[config.mk]
export PLATFORM = sky130hd
export DESIGN_NAME = i2c_slave_regfile
export DESIGN_NICKNAME = d
export VERILOG_FILES = /design/src/rtl/i2c_slave_regfile.sv
export SDC_FILE = /design/constraint.sdc
export NUM_CORES = 1
export LEC_CHECK = 0
export BUFFER_PORTS_ARGS = -buffer_cell sky130_fd_sc_hd__buf_2
export CAP_MARGIN = 20
export CORE_MARGIN = 5
export CORE_UTILIZATION = 44
export CTS_BUF_LIST = sky130_fd_sc_hd__clkbuf_16
export DETAILED_ROUTE_END_ITERATION = 7
export GPL_TIMING_DRIVEN = 0
export PLACE_DENSITY = 0.7
export SLEW_MARGIN = 30
export SYNTH_ARGS = -nofsm -noshare
export SYNTH_HDL_FRONTEND = slang
export SYNTH_SLANG_ARGS = --single-unit
[constraint.sdc]
create_clock -name clk -period 4.75 [get_ports clk]
set_input_delay 0.2375 -clock clk [delete_from_list [all_inputs] [get_ports clk]]
set_output_delay 0.2375 -clock clk [all_outputs]
set_load 0.02 [all_outputs]
[src/rtl/i2c_slave_regfile.sv]
// i2c_slave_regfile: I2C target decoding [S|addr7+RW|reg8|data8...] into an 8-bit register file; define AUTOINC_EN for pointer auto-increment
module i2c_slave_regfile #(
  parameter logic [6:0] SLAVE_ADDR = 7'b1101001,
  parameter int DEPTH = 16
) (
  input  logic clk,
  input  logic reset,
  input  logic scl_in,
  input  logic sda_in,
  output logic sda_oe,
  output logic addressed,
  output logic wr_strobe,
  output logic [$clog2(DEPTH)-1:0] wr_addr,
  output logic [7:0] wr_data
);
  localparam int AW = $clog2(DEPTH);
  typedef enum logic [3:0] {IDLE, ADDR, ADDR_ACK, REG, REG_ACK, WDATA, WDATA_ACK, RDATA, RDATA_ACK} state_t;
  state_t state_q, state_d;
  logic [1:0] scl_sync_q, sda_sync_q;
  logic scl_prev_q, sda_prev_q;
  logic scl, sda, rise, fall, start, stop, byte_done, wr_en;
  logic [3:0] cnt_q, cnt_d;
  logic [7:0] shift_q, shift_d, rd_byte;
  logic [AW-1:0] ptr_q, ptr_d, ptr_nx, wr_addr_q;
  logic rw_q, rw_d, sda_oe_q, sda_oe_d, addressed_q, addressed_d, wr_strobe_q;
  logic [7:0] wr_data_q;
  logic [7:0] regs_q [DEPTH];
  assign scl = scl_sync_q[1];
  assign sda = sda_sync_q[1];
  assign rise = scl & ~scl_prev_q;
  assign fall = ~scl & scl_prev_q;
  assign start = scl & sda_prev_q & ~sda;
  assign stop = scl & ~sda_prev_q & sda;
  assign byte_done = fall && cnt_q == 4'd8;
  assign rd_byte = regs_q[ptr_q];
`ifdef AUTOINC_EN
  assign ptr_nx = ptr_q + 1'b1;
`else
  assign ptr_nx = ptr_q;
`endif
  assign sda_oe = sda_oe_q;
  assign addressed = addressed_q;
  assign wr_strobe = wr_strobe_q;
  assign wr_addr = wr_addr_q;
  assign wr_data = wr_data_q;
  // Synchronise the bus lines and keep one history sample for edge detection
  always_ff @(posedge clk or posedge reset) begin
    if (reset) begin
      scl_sync_q <= '1;
      sda_sync_q <= '1;
      scl_prev_q <= 1'b1;
      sda_prev_q <= 1'b1;
    end else begin
      scl_sync_q <= {scl_sync_q[0], scl_in};
      sda_sync_q <= {sda_sync_q[0], sda_in};
      scl_prev_q <= scl;
      sda_prev_q <= sda;
    end
  end
  // FSM state and transfer datapath registers
  always_ff @(posedge clk or posedge reset) begin
    if (reset) begin
      state_q <= IDLE;
      cnt_q <= '0;
      shift_q <= '0;
      ptr_q <= '0;
      rw_q <= 1'b0;
      sda_oe_q <= 1'b0;
      addressed_q <= 1'b0;
    end else begin
      state_q <= state_d;
      cnt_q <= cnt_d;
      shift_q <= shift_d;
      ptr_q <= ptr_d;
      rw_q <= rw_d;
      sda_oe_q <= sda_oe_d;
      addressed_q <= addressed_d;
    end
  end
  // Register file and write-report outputs; the write lands on the ACK SCL fall
  always_ff @(posedge clk or posedge reset) begin
    if (reset) begin
      regs_q <= '{default: '0};
      wr_strobe_q <= 1'b0;
      wr_addr_q <= '0;
      wr_data_q <= '0;
    end else begin
      wr_strobe_q <= wr_en;
      if (wr_en) begin
        regs_q[ptr_q] <= shift_q;
        wr_addr_q <= ptr_q;
        wr_data_q <= shift_q;
      end
    end
  end
  // Next state: bus START/STOP pre-empt any bit-level progress
  always_comb begin
    state_d = state_q;
    if (stop) state_d = IDLE;
    else if (start) state_d = ADDR;
    else case (state_q)
      ADDR: if (byte_done) state_d = (shift_q[7:1] == SLAVE_ADDR) ? ADDR_ACK : IDLE;
      ADDR_ACK: if (fall) state_d = rw_q ? RDATA : REG;
      REG: if (byte_done) state_d = REG_ACK;
      REG_ACK: if (fall) state_d = WDATA;
      WDATA: if (byte_done) state_d = WDATA_ACK;
      WDATA_ACK: if (fall) state_d = WDATA;
      RDATA: if (byte_done) state_d = RDATA_ACK;
      RDATA_ACK: if (rise) state_d = sda ? IDLE : RDATA;
      default: ;
    endcase
  end
  // Datapath and SDA drive: sample on SCL rise, change SDA only after SCL fall
  always_comb begin
    cnt_d = cnt_q;
    shift_d = shift_q;
    ptr_d = ptr_q;
    rw_d = rw_q;
    sda_oe_d = sda_oe_q;
    addressed_d = addressed_q;
    wr_en = 1'b0;
    if (stop) begin
      sda_oe_d = 1'b0;
      addressed_d = 1'b0;
    end else if (start) begin
      cnt_d = '0;
      sda_oe_d = 1'b0;
      addressed_d = 1'b0;
    end else case (state_q)
      ADDR, REG, WDATA:
        if (rise) begin
          shift_d = {shift_q[6:0], sda};
          cnt_d = cnt_q + 4'd1;
        end else if (byte_done) begin
          cnt_d = '0;
          if (state_q == ADDR && shift_q[7:1] == SLAVE_ADDR) begin
            rw_d = shift_q[0];
            sda_oe_d = 1'b1;
            addressed_d = 1'b1;
          end
          if (state_q == REG) begin
            ptr_d = shift_q[AW-1:0];
            sda_oe_d = 1'b1;
          end
          if (state_q == WDATA) begin
            wr_en = 1'b1;
            sda_oe_d = 1'b1;
          end
        end
      ADDR_ACK:
        if (fall) begin
          sda_oe_d = rw_q & ~rd_byte[7];
          shift_d = rw_q ? {rd_byte[6:0], 1'b0} : shift_q;
          cnt_d = rw_q ? 4'd1 : 4'd0;
        end
      REG_ACK:
        if (fall) begin
          sda_oe_d = 1'b0;
          cnt_d = '0;
        end
      WDATA_ACK:
        if (fall) begin
          sda_oe_d = 1'b0;
          cnt_d = '0;
          ptr_d = ptr_nx;
        end
      RDATA:
        if (fall) begin
          sda_oe_d = (cnt_q == 4'd8) ? 1'b0 : ~shift_q[7];
          shift_d = {shift_q[6:0], 1'b0};
          cnt_d = (cnt_q == 4'd8) ? cnt_q : cnt_q + 4'd1;
        end
      RDATA_ACK:
        if (rise) begin
          addressed_d = ~sda;
          ptr_d = sda ? ptr_q : ptr_nx;
          shift_d = sda ? shift_q : regs_q[ptr_nx];
          cnt_d = '0;
        end
      default: ;
    endcase
  end
endmodule

==> results of run 1 <==
## synthesized netlist by cell type (3+ instances only)
master	count	area, µm²
a21oi_1	6	30.0
a22oi_1	11	82.6
a32oi_1	13	114
and2_1	4	25.0
and3b_1	4	35.0
buf_1	4	15.0
buf_2	8	40.0
clkbuf_1	41	154
dfrtp_1	164	4100
dfstp_2	6	158
inv_1	8	30.0
mux2_2	151	1700
mux2i_1	4	40.0
mux4_2	32	721
nand2_1	55	206
nand2b_1	7	43.8
nand3_1	9	45.0
nand3b_1	4	30.0
nand4_1	9	56.3
nor2_1	10	37.5
nor2_2	9	56.3
nor2_4	3	33.8
nor2b_1	5	31.3
nor3_1	3	15.0
nor3_4	3	48.8
o211ai_1	3	22.5
o21ai_0	7	35.0
o31ai_1	3	22.5
or3_1	6	37.5
## worst paths after layout
| path | slack (ns) | endpoint |
|---|---|---|
| setup / recovery | 1.68 | shift_q[3]$_DFFE_PP0P_ |
| hold / removal | 0.35 | sda_sync_q[1]$_DFF_PP1_ |
| setup reg to reg | 1.68 | shift_q[3]$_DFFE_PP0P_ |
| hold reg to reg | 0.35 | sda_sync_q[1]$_DFF_PP1_ |
| max in group asynchronous | 3.37 | regs_q[72]$_DFFE_PP0P_ |
| min in group asynchronous | 0.43 | regs_q[63]$_DFFE_PP0P_ |
## final cells by class
type,count,area (µm²)
Clock inverter,14,123
Buffer,55,221
Multi-Input combinational cell,405,3870
Inverter,9,37.5
Fill cell,1569,9210
Sequential cell,170,4260
Timing Repair Buffer,27,263
Tap cell,234,293
Clock buffer,17,425
## where the power goes
group | total [W] | internal, W | switching, W
clock | 0.00131 | 0.000722 | 0.000589
combinational | 0.000488 | 0.000134 | 0.000354
sequential | 0.00152 | 0.00149 | 0.0000273
total | 0.00332 | 0.00235 | 0.000970
## state kept, by name, summed over array words and instances, names as in the netlist, 2 cells and up
| name | flops |
|---|---|
| ptr_nx | 4 |
| sda_sync_q | 2 |
| shift_q | 8 |
| wr_addr | 4 |
| cnt_q | 4 |
| regs_q | 128 |
| state_q | 4 |
| wr_data | 8 |
| scl_sync_q | 2 |
## metrics by stage
step                      power [W]  area, µm²  setup slack (ns)  util, %  hold slack [ns]
after detailed placement    0.00202       8910              1.65     47.6            0.349
after CTS                   0.00332       9490              1.62     50.7            0.355
after floorplan             0.00182       8390              2.16        -            0.242
after global placement      0.00198       8770              1.51     46.9            0.345
final                       0.00332       9500              1.68     50.8            0.353
after global routing        0.00344       9500              1.47     50.8            0.358
## routing by layer
layer  up-vias  track usage [%]  part of all wire (%)
met1      2908             25.8                    42
met3        36             4.97                   6.0
li1       2466                -                     -
met5         -                0                     0
met4         0             6.19                   2.1
met2       176             32.8                    50
## logic make-up after synthesis
kind of cell / share of synthesized area [%]
AOI/OAI and AO/OA: 6.19
xor gates and xnor gates: 0.209
adders and majority gates: 0.299
buffers and inverters: 3.05
DFF: 50.8
muxes: 29.4
and+or+nand+nor: 10.0
## timing repair
| item | CTS | global route |
|---|---|---|
| setup endpoints to repair | 0 | 0 |
| endpoints found under the hold margin | 23 | 0 |
| hold buffers | 3 | 0 |
## layout by cell type, fill, tap and decap left out, types with 5 or more instances in the layout
master	count
dfrtp_1	164
mux2_2	151
nand2_1	55
clkbuf_1	41
mux4_2	32
buf_2	26
clkbuf_16	17
a32oi_1	13
a22oi_1	11
nor2_1	10
inv_1	9
nand3_1	9
nor2_2	9
nand4_1	9
nand2b_1	7
o21ai_0	7
a21oi_1	6
or3_1	6
dfstp_2	6
nor2b_1	5
==> impl_metrics.py, run 1 <==
metrics = {
    "setup_path": {
        "crit_arrival_ns": 3.38,
        "end_kind": "register",
        "crit_buf_inv": 3,
        "path_max_fanout": 10,
        "startpoint": "ptr_nx[1]$_DFFE_PP0P_",
        "crit_top_cell": "clkbuf_1",
        "path_cells": "clkbuf_1 -> clkbuf_1 -> clkbuf_1 -> mux4_2 -> a32oi_1 -> nand4_1 -> mux2_2",
        "path_depth": 7,
        "cpMaxStageDelayCell": "clkbuf_1",
        "path_class": "register to register",
        "start_kind": "register",
        "slowest_delay_ns": 0.65,
        "reg2reg_depth": 7,
        "cp.required_ns": 5.06,
        "cp_top_family": "buffers and inverters",
        "r2r-start": "ptr_nx[1]$_DFFE_PP0P_",
    },
    "placement": {
        "hpwl_um": 14300,
        "gp_congestion": 0.915,
        "portBuffers": 18,
        "place_inst": 897,
    },
    "detailed_routing": {
        "drtIter0Drc": 425,
        "drc": 0,
        "drt_first_pass_iters": 5,
        "wire_per_inst_um": 22.1,
        "vias": 5586,
        "routed_via_density": 6.00,
        "ant_nets": 0,
        "drt-total-wl_um": 20600,
    },
    "final_layout": {
        "area_growth_pct": 13.3,
        "stdcell_count": 931,
        "diodes": 0,
        "layout-drive-gt1-share_pct": 39.5,
        "nNetsFinal": 691,
    },
    "clock_network": {
        "ctsRootBufferMaster": "clkbuf_16",
        "cts_repair_resize_count": 0,
        "htree_levels": 4,
        "clockBufferDepth": 2,
        "clk_pin_slew_ns": 0.07,
        "post_cts_buffers": 0,
        "clkLatencyLatePin_ns": 0.43,
        "cts_buffers": 17,
        "cts_tree": "yes",
        "cts_sinks": 170,
    },
    "timing": {
        "finalHoldViolations": 0,
        "fmax_ghz": 0.326,
        "worstMarginPinSlew_ns": 0.960,
        "slew_headroom_pct": 35.8,
        "min_period_ns": 3.07,
        "fin_crit_sh_pct": 64.7,
        "rsz0062_at_grt": "no",
        "fin_tns_setup_ns": 0,
        "setup_viol": 0,
        "report.final.slew_viol_count": 0,
        "finClkSkew_ns": 0.0112,
    },
    "global_route": {
        "overflow": 0,
        "grt_max_degree": 32,
        "grt_usage_pct": 19.8,
        "grt_pass1_wl_um": 33500,
        "first_global_vias": 5978,
        "antenna_found_initial": 0,
    },
    "power_and_ir_drop": {
        "power_density_nw_per_um2": 349,
        "p_leak_nw": 4.34,
        "peakVddDrop_v": 0.000318,
    },
    "logic_synthesis": {
        "synth-async-reset-ratio_pct": 100,
        "syn_inst": 639,
        "synth.cell_area_um2": 8380,
        "synth-seq-area-share_pct": 50.8,
        "yosysWarnings": 0,
        "ys_ff_latch": 170,
        "synth_ff_type": "dfrtp_1",
        "yosysUniqueCellTypes": 65,
        "avgSynthCellArea_um2": 13.1,
        "synth.net_count": 645,
        "synth_edf_count": 0,
    },
    "die": {
        "fp-row-count": 50,
        "core_area_um2": 18700,
        "pin_count": 19,
        "die_w_um": 148,
        "fp.dieH_um": 148,
        "initial_core_util_pct": 44.8,
        "dieArea_um2": 21900,
    },
    "worst_hold_path": {
        "worst_hold_startpoint": "sda_sync_q[0]$_DFF_PP1_",
        "min_path_type": "register to register",
        "whs_path_depth": 0,
    },
    "job": {
        "drv_cap": 0,
    },
    "outcome": {
        "status": "complete, no violations",
    },
}
Note: power is estimated with default switching activity, not from simulation.
==> run 2, diff against run 1 <==
--- a/config.mk
+++ b/config.mk
@@ -5,6 +5,7 @@
 export SDC_FILE = /design/constraint.sdc
 export NUM_CORES = 1
 export LEC_CHECK = 0
+export ABC_AREA = 1
 export BUFFER_PORTS_ARGS = -buffer_cell sky130_fd_sc_hd__buf_2
 export CAP_MARGIN = 20
 export CORE_MARGIN = 5
==> constraint.sdc (replaced) <==
create_clock -name clk -period 2.7 [get_ports clk]
set_input_delay 0.135 -clock clk [delete_from_list [all_inputs] [get_ports clk]]
set_output_delay 0.135 -clock clk [all_outputs]
set_load 0.02 [all_outputs]
==> impl_metrics.py, run 2 <==
metrics = {
    "outcome": {
        "status": "complete, no violations",
    },
    "global_route": {
        "overflow": 0,
        "first_global_vias": 7179,
        "grt_usage_pct": 21.8,
        "antenna_found_initial": 1,
        "use_met1_pct": 28.1,
        "busiest_layer": "met2",
        "grt_pass1_wl_um": 37300,
        "grt_max_degree": 31,
        "met3_usage_pct": 3.74,
        "grtUsageMet2_pct": 36.2,
    },
    "clock_network": {
        "ctsRootBufferMaster": "clkbuf_16",
        "clkLatencyLatePin_ns": 0.44,
        "htree_levels": 4,
        "clockBufferDepth": 2,
        "cts_buffers": 17,
        "cts_tree": "yes",
        "clk_pin_slew_ns": 0.07,
        "cts_sinks": 170,
        "cts_repair_resize_count": 0,
    },
    "timing": {
        "fmax_ghz": 0.411,
        "setup_slack_ns": 0.268,
        "worstMarginPinSlew_ns": 0.857,
        "finalHoldViolations": 0,
        "fin_tns_setup_ns": 0,
        "report.final.slew_viol_count": 0,
        "finClkSkew_ns": 0.0102,
        "min_period_ns": 2.43,
        "fin_crit_sh_pct": 90.1,
        "slew_headroom_pct": 42.8,
        "rsz0062_at_grt": "no",
        "setup_viol": 0,
    },
    "die": {
        "core_area_um2": 18600,
        "fp-row-count": 50,
        "dieArea_um2": 21800,
        "fp.dieH_um": 148,
        "initial_core_util_pct": 44.7,
        "die_w_um": 148,
        "pin_count": 19,
    },
    "logic_synthesis": {
        "synth.cell_area_um2": 8320,
        "synth-seq-area-share_pct": 51.2,
        "synthSimpleGateAreaFrac_pct": 30.9,
        "yosysMostFrequentCell": "nand2_1",
        "synth.net_count": 1103,
        "synth_xor_area_share_pct": 0.105,
        "yosysUniqueCellTypes": 35,
        "synth_ff_type": "dfrtp_1",
        "synth_edf_count": 0,
        "ys_top_cells_by_count": "nand2_1 (517), dfrtp_1 (164), o21ai_0 (153), inv_1 (41), nor2_1 (38)",
        "synth-compound-area-share_pct": 11.9,
        "avgSynthCellArea_um2": 7.59,
        "ys_ff_latch": 170,
        "synth-async-reset-ratio_pct": 100,
        "synthAdderAreaFrac_pct": 0.301,
        "synth_top_family_by_area": "simple AND/OR/NAND/NOR gates",
        "yosysWarnings": 0,
        "synthMuxAreaShare_pct": 0,
        "yosys.area.top_type": "dfrtp_1",
        "syn_inst": 1097,
        "synth_top_area_share_pct": 49.3,
        "yosys-top-cells-area": "dfrtp_1 (49%), nand2_1 (23%), o21ai_0 (9.2%)",
    },
    "detailed_routing": {
        "wire_per_inst_um": 16.4,
        "drtIter0Drc": 710,
        "drt_first_pass_iters": 6,
        "ant_nets": 0,
        "drt-total-wl_um": 22800,
        "vias": 7442,
        "routed_via_density": 5.35,
        "drc": 0,
    },
    "power_and_ir_drop": {
        "p_leak_nw": 4.82,
        "power_density_nw_per_um2": 703,
        "peakVddDrop_v": 0.000334,
        "total_power_w": 0.00667,
    },
    "setup_path": {
        "r2r_setup_slack_ns": 0.27,
        "end_kind": "register",
        "cpMaxStageDelayCell": "dfrtp_1",
        "cp.required_ns": 2.99,
        "path_class": "register to register",
        "slowest_delay_ns": 0.43,
        "path_cells": "inv_1 -> ha_1 -> nand3_2 -> nor2_4 -> inv_2 -> nor2_4 -> inv_4 -> nor3_4 -> nand2_2 -> buf_2 -> nand2_1 -> o21ai_0",
        "path_max_fanout": 10,
        "cp_top_family": "simple AND/OR/NAND/NOR gates",
        "start_kind": "register",
        "crit_arrival_ns": 2.72,
        "crit_top_cell": "nor2_4",
        "crit_buf_inv": 4,
    },
    "final_layout": {
        "diodes": 0,
        "largest_reg_flops": 128,
        "layout-drive-gt1-share_pct": 11.2,
        "final_cell_mix": "nand2_1 (517), dfrtp_1 (164), o21ai_0 (153), buf_2 (43), inv_1 (40)",
        "nNetsFinal": 1149,
        "max_flop_register": "regs_q",
        "layout_commonest_cell": "nand2_1",
        "area_growth_pct": 14.0,
        "stdcell_count": 1390,
        "fillers": 1805,
    },
    "placement": {
        "place_inst": 1355,
        "hpwl_um": 15900,
        "portBuffers": 18,
        "pre_cts_ws_ns": 0.297,
        "gp_congestion": 0.953,
    },
    "job": {
        "drv_cap": 0,
    },
    "worst_hold_path": {
        "min_path_type": "input port to async pin",
    },
}
[run 2: cells by family after synthesis]
| logic type | count (synthesis) |
|---|---|
| XOR/XNOR | 1 |
| flip-flops | 170 |
| adder cells (fa/ha/maj) | 2 |
| buffers and inverters | 106 |
| AO/OA/AOI/OAI | 189 |
| AND/OR/NAND/NOR | 629 |
[run 2: final cells by class]
| class | count | area (µm²) | area share, % |
|---|---|---|---|
| Clock inverter | 15 | 195 | 2.06 |
| Sequential cell | 170 | 4260 | 44.9 |
| Timing Repair Buffer | 27 | 248 | 2.61 |
| Clock buffer | 17 | 425 | 4.48 |
| Multi-Input combinational cell | 821 | 3600 | 37.9 |
| Inverter | 45 | 175 | 1.85 |
| Buffer | 61 | 295 | 3.11 |
| Tap cell | 234 | 293 | 3.09 |
[run 2: per-layer routing]
layer	up-vias	wire, µm
met5	-	0
met1	3558	9930
met3	67	1230
met2	235	10800
li1	3582	-
met4	0	844
[run 2: path summary, 6_finish.rpt]
check                                             start                      end  cells after the start
worst max-delay path               cnt_q[0]$_DFFE_PP0P_   regs_q[40]$_DFFE_PP0P_                     12
max in group asynchronous                         reset  scl_sync_q[0]$_DFF_PP1_                      6
worst min register to register  sda_sync_q[0]$_DFF_PP1_  sda_sync_q[1]$_DFF_PP1_                      0
min in group clk                                 scl_in  scl_sync_q[0]$_DFF_PP1_                      2
worst min-delay path                              reset   regs_q[17]$_DFFE_PP0P_                      3
worst max register to register     cnt_q[0]$_DFFE_PP0P_   regs_q[40]$_DFFE_PP0P_                     12
[run 2: worst reg2reg max path, cell delays in order (launching register included)]
cell and delay, ns:
dfrtp_1 0.43, inv_1 0.09, ha_1 0.18, nand3_2 0.11
nor2_4 0.18, inv_2 0.07, nor2_4 0.15, inv_4 0.11
nor3_4 0.35, nand2_2 0.21, buf_2 0.24, nand2_1 0.08
o21ai_0 0.09
[run 2: repair_timing]
item,in CTS,in global routing
buffers inserted,0,0
endpoints found under the hold margin,62,0
hold buffers,3,0
[run 2: power breakdown]
| group | internal [W] | switching, W | leakage, nW | total [W] |
|---|---|---|---|---|
| Clock | 0.00155 | 0.00107 | 0.298 | 0.00262 |
| Sequential | 0.00265 | 0.0000612 | 2.33 | 0.00271 |
| Combinational | 0.000314 | 0.00103 | 2.19 | 0.00135 |
| Total | 0.00452 | 0.00216 | 4.82 | 0.00667 |
[run 2: stage by stage]
stage               cell area (µm²)  hold slack (ns)  utilization [%]
floorplan                      8330            0.139                -
global placement               8710            0.241             46.7
detailed placement             8840            0.122             47.4
CTS                            9490            0.214             50.9
global route                   9490            0.229             50.9
finish                         9490            0.211             50.9
